File: src/rtl/log2_arb_pkg.sv
// Shared widths and the tag record that rides alongside each operand through the log2 core.
// Optional LOG2_ARB_ZERO_FLAG_EN adds a zero-operand bit to the tag.
package log2_arb_pkg;
  localparam int LOG2_DIN_W    = 24;
  localparam int LOG2_DOUT_W   = 8;
  localparam int LOG2_CORE_LAT = 3;
  localparam int LOG2_MAX_IDW  = 4;  // wide enough for up to 16 requesters

  typedef struct packed {
    logic                    valid;
`ifdef LOG2_ARB_ZERO_FLAG_EN
    logic                    zero;
`endif
    logic [LOG2_MAX_IDW-1:0] id;
  } log2_tag_t;
endpackage

File: src/rtl/log2_arbiter_if.sv
// Requester/response bundle for log2_arbiter; master = requesters + result consumer, slave = arbiter.
// Optional LOG2_ARB_ZERO_FLAG_EN adds resp_zero.
interface log2_arbiter_if
  import log2_arb_pkg::*;
#(parameter int NREQ = 4);
  localparam int IDW = $clog2(NREQ);

  logic [NREQ-1:0]                 req_valid;
  logic [NREQ-1:0][LOG2_DIN_W-1:0] req_data;
  logic [NREQ-1:0]                 req_ready;
  logic                            resp_valid;
  logic [IDW-1:0]                  resp_id;
  logic [LOG2_DOUT_W-1:0]          resp_data;

`ifdef LOG2_ARB_ZERO_FLAG_EN
  logic resp_zero;
  modport master (output req_valid, req_data,
                  input  req_ready, resp_valid, resp_id, resp_data, resp_zero);
  modport slave  (input  req_valid, req_data,
                  output req_ready, resp_valid, resp_id, resp_data, resp_zero);
`else
  modport master (output req_valid, req_data,
                  input  req_ready, resp_valid, resp_id, resp_data);
  modport slave  (input  req_valid, req_data,
                  output req_ready, resp_valid, resp_id, resp_data);
`endif
endinterface

File: src/rtl/rr_arbiter.sv
// Round-robin arbiter: combinational search from the pointer, pointer moves past the winner
// only when a grant is actually issued.
module rr_arbiter #(
  parameter int N = 4
) (
  input  logic                 clk,
  input  logic                 rst,
  input  logic                 en,
  input  logic [N-1:0]         req,
  output logic [N-1:0]         gnt,
  output logic [$clog2(N)-1:0] gnt_id
);
  localparam int            IW   = $clog2(N);
  localparam logic [IW:0]   NW   = (IW+1)'(N);
  localparam logic [IW-1:0] LAST = IW'(N-1);

  logic [IW-1:0] ptr;
  logic [IW:0]   idx;
  logic          found;

  always_comb begin
    gnt    = '0;
    gnt_id = '0;
    found  = 1'b0;
    idx    = '0;
    for (int k = 0; k < N; k++) begin
      idx = {1'b0, ptr} + (IW+1)'(k);
      if (idx >= NW) idx = idx - NW;
      if (!found && req[idx[IW-1:0]]) begin
        found  = 1'b1;
        gnt_id = idx[IW-1:0];
      end
    end
    if (found && en && !rst) gnt[gnt_id] = 1'b1;
  end

  always_ff @(posedge clk) begin
    if (rst)        ptr <= '0;
    else if (|gnt)  ptr <= (gnt_id == LAST) ? '0 : gnt_id + 1'b1;
  end
endmodule

File: src/rtl/log2_arbiter.sv
// Shares one pipelined log2 core among NREQ requesters; ids ride a tag pipe matched to CORE_LAT.
// Optional LOG2_ARB_ZERO_FLAG_EN flags responses whose operand was zero.
module log2_arbiter
  import log2_arb_pkg::*;
#(
  parameter int NREQ     = 4,
  parameter int CORE_LAT = LOG2_CORE_LAT
) (
  input  logic                   clk,
  input  logic                   rst,
  input  logic                   en,
  log2_arbiter_if.slave          bus,
  output logic [LOG2_DIN_W-1:0]  core_din,
  input  logic [LOG2_DOUT_W-1:0] core_dout,
  output logic                   busy
);
  localparam int IDW = $clog2(NREQ);

  logic [NREQ-1:0]                gnt;
  logic [IDW-1:0]                 gnt_id;
  logic                           xfer;
  log2_tag_t                      tag_in, tag_out;
  log2_tag_t [CORE_LAT-1:0]       tag_pipe;
  logic                           any_vld;
  logic                           resp_v;

  rr_arbiter #(.N(NREQ)) u_arb (
    .clk    (clk),
    .rst    (rst),
    .en     (en),
    .req    (bus.req_valid),
    .gnt    (gnt),
    .gnt_id (gnt_id)
  );

  assign bus.req_ready = gnt;
  assign xfer          = |gnt;
  // Straight into the core: it registers the operand itself.
  assign core_din      = xfer ? bus.req_data[gnt_id] : '0;

  always_comb begin
    tag_in       = '0;
    tag_in.valid = xfer;
    tag_in.id    = LOG2_MAX_IDW'(gnt_id);
`ifdef LOG2_ARB_ZERO_FLAG_EN
    tag_in.zero  = xfer && (bus.req_data[gnt_id] == '0);
`endif
  end

  always_ff @(posedge clk) begin
    if (rst) begin
      tag_pipe <= '0;
    end else begin
      tag_pipe[0] <= tag_in;
      for (int k = 1; k < CORE_LAT; k++) tag_pipe[k] <= tag_pipe[k-1];
    end
  end

  always_comb begin
    any_vld = 1'b0;
    for (int k = 0; k < CORE_LAT; k++) any_vld = any_vld | tag_pipe[k].valid;
  end

  // Outputs read as idle while rst is high so in-flight results are dropped cleanly.
  assign busy           = any_vld & ~rst;
  assign tag_out        = tag_pipe[CORE_LAT-1];
  assign resp_v         = tag_out.valid & ~rst;
  assign bus.resp_valid = resp_v;
  assign bus.resp_id    = resp_v ? IDW'(tag_out.id) : '0;
  assign bus.resp_data  = resp_v ? core_dout : '0;
`ifdef LOG2_ARB_ZERO_FLAG_EN
  assign bus.resp_zero  = resp_v & tag_out.zero;
`endif
endmodule

File: src/flat_wrapper.sv
// flat-port wrapper written by rule: the top's interface ports become plain ports
module log2_arbiter_flat import log2_arb_pkg::*;
#(
  parameter int NREQ     = 4,
  parameter int CORE_LAT = LOG2_CORE_LAT
)
  (clk, rst, en, core_din, core_dout, busy, bus_req_valid, bus_req_data, bus_req_ready, bus_resp_valid, bus_resp_id, bus_resp_data);
  log2_arbiter_if #(.NREQ(NREQ)) bus_i ();
  input  logic clk;
  input  logic rst;
  input  logic en;
  output logic [LOG2_DIN_W-1:0] core_din;
  input  logic [LOG2_DOUT_W-1:0] core_dout;
  output logic busy;
  input wire logic [$bits(bus_i.req_valid)-1:0] bus_req_valid;
  input wire logic [$bits(bus_i.req_data)-1:0] bus_req_data;
  output wire logic [$bits(bus_i.req_ready)-1:0] bus_req_ready;
  output wire logic [$bits(bus_i.resp_valid)-1:0] bus_resp_valid;
  output wire logic [$bits(bus_i.resp_id)-1:0] bus_resp_id;
  output wire logic [$bits(bus_i.resp_data)-1:0] bus_resp_data;
  assign bus_i.req_valid = bus_req_valid;
  assign bus_i.req_data = bus_req_data;
  assign bus_req_ready = bus_i.req_ready;
  assign bus_resp_valid = bus_i.resp_valid;
  assign bus_resp_id = bus_i.resp_id;
  assign bus_resp_data = bus_i.resp_data;
  log2_arbiter #(.NREQ(NREQ), .CORE_LAT(CORE_LAT)) u_core (.clk(clk), .rst(rst), .en(en), .bus(bus_i), .core_din(core_din), .core_dout(core_dout), .busy(busy));
endmodule
File: config.mk
export PLATFORM = sky130hd
export DESIGN_NAME = log2_arbiter_flat
export DESIGN_NICKNAME = d
export VERILOG_FILES = /design/src/rtl/log2_arb_pkg.sv /design/src/rtl/log2_arbiter_if.sv /design/src/rtl/rr_arbiter.sv /design/src/rtl/log2_arbiter.sv /design/src/flat_wrapper.sv
export SDC_FILE = /design/constraint.sdc
export NUM_CORES = 1
export LEC_CHECK = 0
export BUFFER_PORTS_ARGS = -buffer_cell sky130_fd_sc_hd__buf_2
export CAP_MARGIN = 10
export CORE_ASPECT_RATIO = 1.4
export CORE_UTILIZATION = 35
export DETAILED_ROUTE_END_ITERATION = 7
export MAX_ROUTING_LAYER = met4
export PLACE_DENSITY = 0.82
export SYNTH_ARGS = -nofsm -noshare
export SYNTH_HDL_FRONTEND = slang
export SYNTH_SLANG_ARGS = --single-unit
File: constraint.sdc
create_clock -name clk -period 3.7 [get_ports clk]
set_clock_uncertainty 0.05 [all_clocks]
set_input_delay 0.74 -clock clk [delete_from_list [all_inputs] [get_ports clk]]
set_output_delay 0.74 -clock clk [all_outputs]
set_load 0.05 [all_outputs]
# Word-level counts from Yosys, hierarchy flattened
# Index checks and enable logic that the tools add are counted.
# classes
bitwise	5
addsub	8
n_lt_le_gt_ge	10
reduce_logical	11
eq_ne	1
mux	29
# ops
op	n
24-bit binary-select mux with 2-bit select	1
24-bit two-way mux	2
2-bit two-way mux	10
2-bit by 3-bit < comparator with 1-bit output, second input constant	5
3-bit >= comparator, second input constant	3
1-bit two-way mux	9
1-bit binary-select mux with 2-bit select	4
8-bit two-way mux	1
2-bit by 1-bit subtractor with 2-bit output, second input constant	4
2-bit by 2-bit adder with 3-bit output, second input constant	2
1-bit logical AND	6
1-bit zero test	4
4-bit two-way mux	1
4-bit OR reduction	1
2-bit by 1-bit adder with 3-bit output, second input constant	1
2-bit by 3-bit >= comparator with 1-bit output, second input constant	1
2-bit by 1-bit adder with 2-bit output, second input constant	1
1-bit bitwise AND	2
1-bit demux with 2-bit select	1
2-bit equality test, second input constant	1
2-bit by 1-bit >= comparator with 1-bit output, second input constant	1
1-bit bitwise OR	2
1-bit inverter	1
# totals
out_inout_bits	40
in_bits	111
word_cells	71
register_bits	11

# Logic depth before layout (Yosys ltp)
# logic_depth
depth_word	21
depth_mapped	8
depth_no_buf	5

# Hierarchy
# A second synthesis with hierarchy kept.
# unflattened
cells_unflattened	120
area_unflattened_um2	1358.8
# modules_own_cells
mod	area_each_um2	cells_each	instances	seq_area_each_um2
log2_arbiter	1108.6	88	1	180.2
rr_arbiter	250.2	32	1	40.0

# Least setup slack after synthesis
# No wires, ideal clock.
# synth_timing
path_kind	input port to output port
from	in rst
to	out core_din[10]
n_path_buf	4
arrival_time_ns	2.647
path_slack_ns	0.263
cell_stages	8
required_ns	2.910
cell_sequence	clkbuf_1 inv_1 and3_1 buf_6 or3b_1 buf_6 buf_6 o22ai_1
# synth_between
elab_chain_len	5
# synth_lines
item	line	text
start: declaration	flat_wrapper.sv:10	input logic rst;
1-bit zero test	rr_arbiter.sv:34	if (found && en && !rst) gnt[gnt_id] = 1'b1;
1-bit logical AND	rr_arbiter.sv:34	
4-bit two-way mux	rr_arbiter.sv:34	
4-bit OR reduction	log2_arbiter.sv:37	assign xfer = |gnt;
24-bit two-way mux	log2_arbiter.sv:39	assign core_din = xfer ? bus.req_data[gnt_id] : '0;
end: declaration	flat_wrapper.sv:12	output logic [LOG2_DIN_W-1:0] core_din;
# Every way passes these cells.

# Worst setup path in the final report
# layout_timing
from	in bus_req_valid[1]
to	out core_din[9]
# layout_between
elab_chain_len	19
word_cells_on_any_way	34
cone_classes	order compare (2); mux (22); reduce/logical (10)
# layout_lines
item	line	text
start: declaration	flat_wrapper.sv:15	input wire logic [$bits(bus_i.req_valid)-1:0] bus_req_valid;
1-bit binary-select mux with 2-bit select	rr_arbiter.sv:29	if (!found && req[idx[IW-1:0]]) begin
1-bit two-way mux (not written as such)	rr_arbiter.sv:29	
1-bit two-way mux	rr_arbiter.sv:29	
1-bit zero test	rr_arbiter.sv:29	
1-bit logical AND	rr_arbiter.sv:29	
1-bit two-way mux	rr_arbiter.sv:29	
1-bit zero test	rr_arbiter.sv:29	
1-bit logical AND	rr_arbiter.sv:29	
[... 3 more ...]	-	
2-bit two-way mux	rr_arbiter.sv:29	
2-bit by 3-bit < comparator with 1-bit output (not written as such) or 2-bit by 1-bit >= comparator with 1-bit output (tied branches)	rr_arbiter.sv:34	
1-bit logical AND (not written as such)	rr_arbiter.sv:34	
1-bit two-way mux (not written as such)	rr_arbiter.sv:34	
1-bit demux with 2-bit select	rr_arbiter.sv:34	
4-bit two-way mux	rr_arbiter.sv:34	
4-bit OR reduction	log2_arbiter.sv:37	
24-bit two-way mux (*)	log2_arbiter.sv:39	
# Every way passes the cells marked *; elsewhere a longest branch is shown, timed or not. The select of a mux whose other input is x is not followed.

==> results.md <==
Run status:
- The run finished with clean final reports.

Synthesis:
- Counting flops with an async set or reset pin after synthesis yields a share of 0.
- The cell accounting for the most synthesized area is sky130_fd_sc_hd__mux2i_1.
- The share of synthesized area in the top cell type comes to 0.409.
- The synthesized netlist net count is 256.
- The count of different cell masters after synthesis is 22.
- The number of flops mapped to enable cells by yosys is 0.
- In the synthesized netlist the dominant register cell turns out to be sky130_fd_sc_hd__dfxtp_1.
- The most frequent cell after synthesis is sky130_fd_sc_hd__mux2i_1.
- In the synthesized netlist, the number of instances is 145.
- The cell area after synthesis is 0.00122 mm^2.
- In the synthesized netlist, the cells that appear most often are 50 x sky130_fd_sc_hd__mux2i_1, 24 x sky130_fd_sc_hd__o22ai_1, 11 x sky130_fd_sc_hd__dfxtp_1.
- By area the synthesized netlist is led by sky130_fd_sc_hd__mux2i_1 41%, sky130_fd_sc_hd__dfxtp_1 18%, sky130_fd_sc_hd__o22ai_1 12%.
- The synthesized design contains 11 register bits.
- The fraction of the yosys area taken by sequential cells is 0.180.
- In this run the mean area of a mapped cell was 8.43 um^2.
- For this run, the number of Yosys warnings is 0.

Global route:
- The global router's overall resource usage is 0.222.
- The total global routing overflow is 0.
- The first-pass GRT wire length is 6140 um.
- The number of antenna violations at the first check in global routing is 0.
- Entering global routing, the biggest net connects 41 pins.
- The via count of the first global-routing pass is 1364.

Timing:
- The post-route setup TNS is 0 ps.
- The final setup violation count is 0.
- Of the available clock period, the critical path in the final layout requires 0.922.
- Setup repair after global routing left no endpoint under its margin.
- The final max-slew violation count was 0.
- For this run, the top clock speed supported by timing is 0.293 GHz.
- After layout, the minimum clock period comes to 3410 ps.
- The final hold violation count is 0.
- Measured against its own limit, the worst slew margin works out to 0.276.
- At the pin with the least slew margin, the transition time is 1090 ps.

Clock tree:
- TritonCTS created 3 clock buffers.
- The CTS tree is yes.
- Gates resized during post-CTS repair numbered 0.
- The clock root buffer master is sky130_fd_sc_hd__clkbuf_8.
- Hold repair after CTS inserted 0 buffers.
- The number of H-tree branching levels is 1.
- At the later pin of the worst-skew pair, clock insertion delay measures 230 ps.
- CTS saw 11 sinks.
- The post-CTS setup repair buffer count is 0.
- The maximum buffer depth of the clock tree is 2.
- The CTS clock-pin slew for the worst setup and hold paths is 50 ps.

Place:
- The placed cell area is 0.00198 mm^2.
- The count of buffers inserted at the top-level ports is 150.
- Routability-driven placement finished with a final weighted congestion of 0.798.
- Detailed placement ended at an HPWL of 3770 um.

Die:
- The placeable core region is 0.00335 mm^2.
- The die footprint is 0.00374 mm^2.
- The row count is 25.
- The die is 71.9 um tall.
- 151 I/O pins were placed.
- The initial core utilization is 0.365.
- Measured along the x axis, the die boundary spans 51.9 um.

Routing:
- The remaining number of nets flagged by the antenna check after routing is 0.
- The routed via count divided by cell count is 5.04.
- For this block, the routed nets add up to 4410 um of wire.
- The first routing iteration left 31 violations.
- The per-cell routed wire length is 13.4 um.
- The total DRC errors in the routed layout is 0.
- The length of the first detailed-routing pass in iterations is 4.
- Summing over every cut layer, the via total after detailed routing is 1652.

Setup path:
- Among cell families on the critical path, the largest total delay comes from simple AND/OR/NAND/NOR gates.
- The worst-path cell with the longest stage delay is sky130_fd_sc_hd__or4_1.
- The critical path class is input pin to output pin.
- The largest fanout of any net on the critical path is 26.
- The number of buffers and inverters on the critical path is 2.
- The most numerous cell type found on the critical path is sky130_fd_sc_hd__buf_2.
- At the worst endpoint, the required time is 2910 ps.
- Walking the worst path, the cells encountered are buf_2 -> or4_1 -> and3_1 -> o21ai_2 -> o22ai_1 -> buf_2.
- The worst setup path is captured at an output pin.
- STA puts the critical path data arrival time at 2620 ps.
- STA classifies the critical path startpoint as an input pin.
- For this run, the slowest stage of the critical path takes 500 ps.

Pwr:
- The power density over cell area is 273 mW/mm^2.
- Internal power comes to 327 uW.
- The combinational share of power is 0.564.
- The relative contribution of the clock network to total power is 0.205.
- For this design the static power due to leakage is 0.00117 uW.
- Of the total power, the share spent switching nets is 0.411.
- The part of the power in registers is 0.231.
- VDD sags by at most 0.201 mV.
- The analysis attributes to net switching a power of 228 uW.

Min path:
- The worst hold-check path type is flip-flop to flip-flop.

Final layout:
- Once layout is complete, the utilization of the core stands at 0.606.
- The signed area change from the synthesized netlist to the final layout is 65.9%.
- The total number of nets in the final design is 400.
- The total non-filler cell area in the finished layout is 0.00203 mm^2.
- The repair_antennas step left the layout with diodes totalling 0.
- The ratio of cells with drive above 1 in the final layout is 0.552.

Job:
- Across the run, the number of max-cap violations was 0.
-- metrics by stage --
stage | instances | setup slack, ps | power (uW) | hold WS (ps)
5_1_grt | 328 | 206 | 583 | 411
3_5_place_dp | 324 | 334 | 443 | 374
2_1_floorplan | 145 | 263 | 344 | 364
4_1_cts | 328 | 337 | 558 | 388
6_report | 328 | 288 | 554 | 385
3_3_place_gp | 324 | 345 | 440 | 368
-- power groups by stage --
stage	Clock [uW]	Combinational, uW	Sequential [uW]
global placement	0	310	130
CTS	116	313	128
detailed placement	0	313	130
global route	121	333	128
finish	114	313	128
floorplan	0	214	129
-- worst paths after layout --
| check | slack (ps) | startpoint | endpoint | depth (start not counted) |
|---|---|---|---|---|
| max | 290 | bus_req_valid[1] | core_din[9] | 6 |
| min | 380 | u_core.tag_pipe[0] | u_core.tag_pipe[5] | 1 |
| max reg2reg | 1840 | u_core.u_arb.ptr[1] | u_core.u_arb.ptr[1] | 5 |
| min reg2reg | 380 | u_core.tag_pipe[0] | u_core.tag_pipe[5] | 1 |
-- worst register-to-register path: stages (launching register included) --
cell and delay, ps:
sky130_fd_sc_hd__dfxtp_1 350, sky130_fd_sc_hd__nand2_1 100, sky130_fd_sc_hd__a311oi_1 140, sky130_fd_sc_hd__o21ai_2 880, sky130_fd_sc_hd__mux2i_1 160, sky130_fd_sc_hd__nor2_1 130
-- layer usage --
metal / part of all wire / up-vias / global-route usage
met2: 0.47 / 106 / 0.356
li1: - / 823 / -
met3: 0.11 / 6 / 0.0377
met5: 0 / - / -
met1: 0.42 / 717 / 0.290
met4: 0.0061 / 0 / 0.0420
-- cell usage in the layout, fill, tap and decap left out, drive strengths merged --
| cell type | instances |
|---|---|
| o22ai | 24 |
| mux2i | 50 |
| nand2b | 2 |
| or2 | 1 |
| buf | 153 |
| nor2 | 8 |
| inv | 3 |
| and3 | 2 |
| nor3 | 1 |
| or3b | 1 |
| a311oi | 1 |
| dfxtp | 11 |
| a21oi | 3 |
| o21ai | 3 |
| nor2b | 8 |
| and2 | 10 |
| or3 | 1 |
| clkbuf | 4 |
| or4 | 1 |
| nand2 | 1 |
-- kinds of logic (layout without fill, tap and decap cells) --
logic type             count (synthesis)  after routing  share of synthesized area
multiplexers                          50             50                      0.409
flip-flops                            11             11                      0.180
buffers and inverters                 17            160                     0.0850
AO/OA/AOI/OAI                         31             31                      0.158
AND/OR/NAND/NOR                       36             36                      0.168
-- flip-flops by register name, indices dropped and copies added, names as in the netlist --
| register | cells |
|---|---|
| u_core.tag_pipe | 6 |
| u_core.tag_out | 3 |
| u_core.u_arb.ptr | 2 |
-- area by class of cell --
cell class | instances | area, um^2
inverters | 3 | 11.3
clock buffers | 4 | 45.0
well taps | 40 | 50.0
repair buffers | 153 | 798
fillers | 309 | 1320
flip-flops and latches | 11 | 220
multi-input cells | 117 | 903
Note: power is estimated with default switching activity, not from simulation.
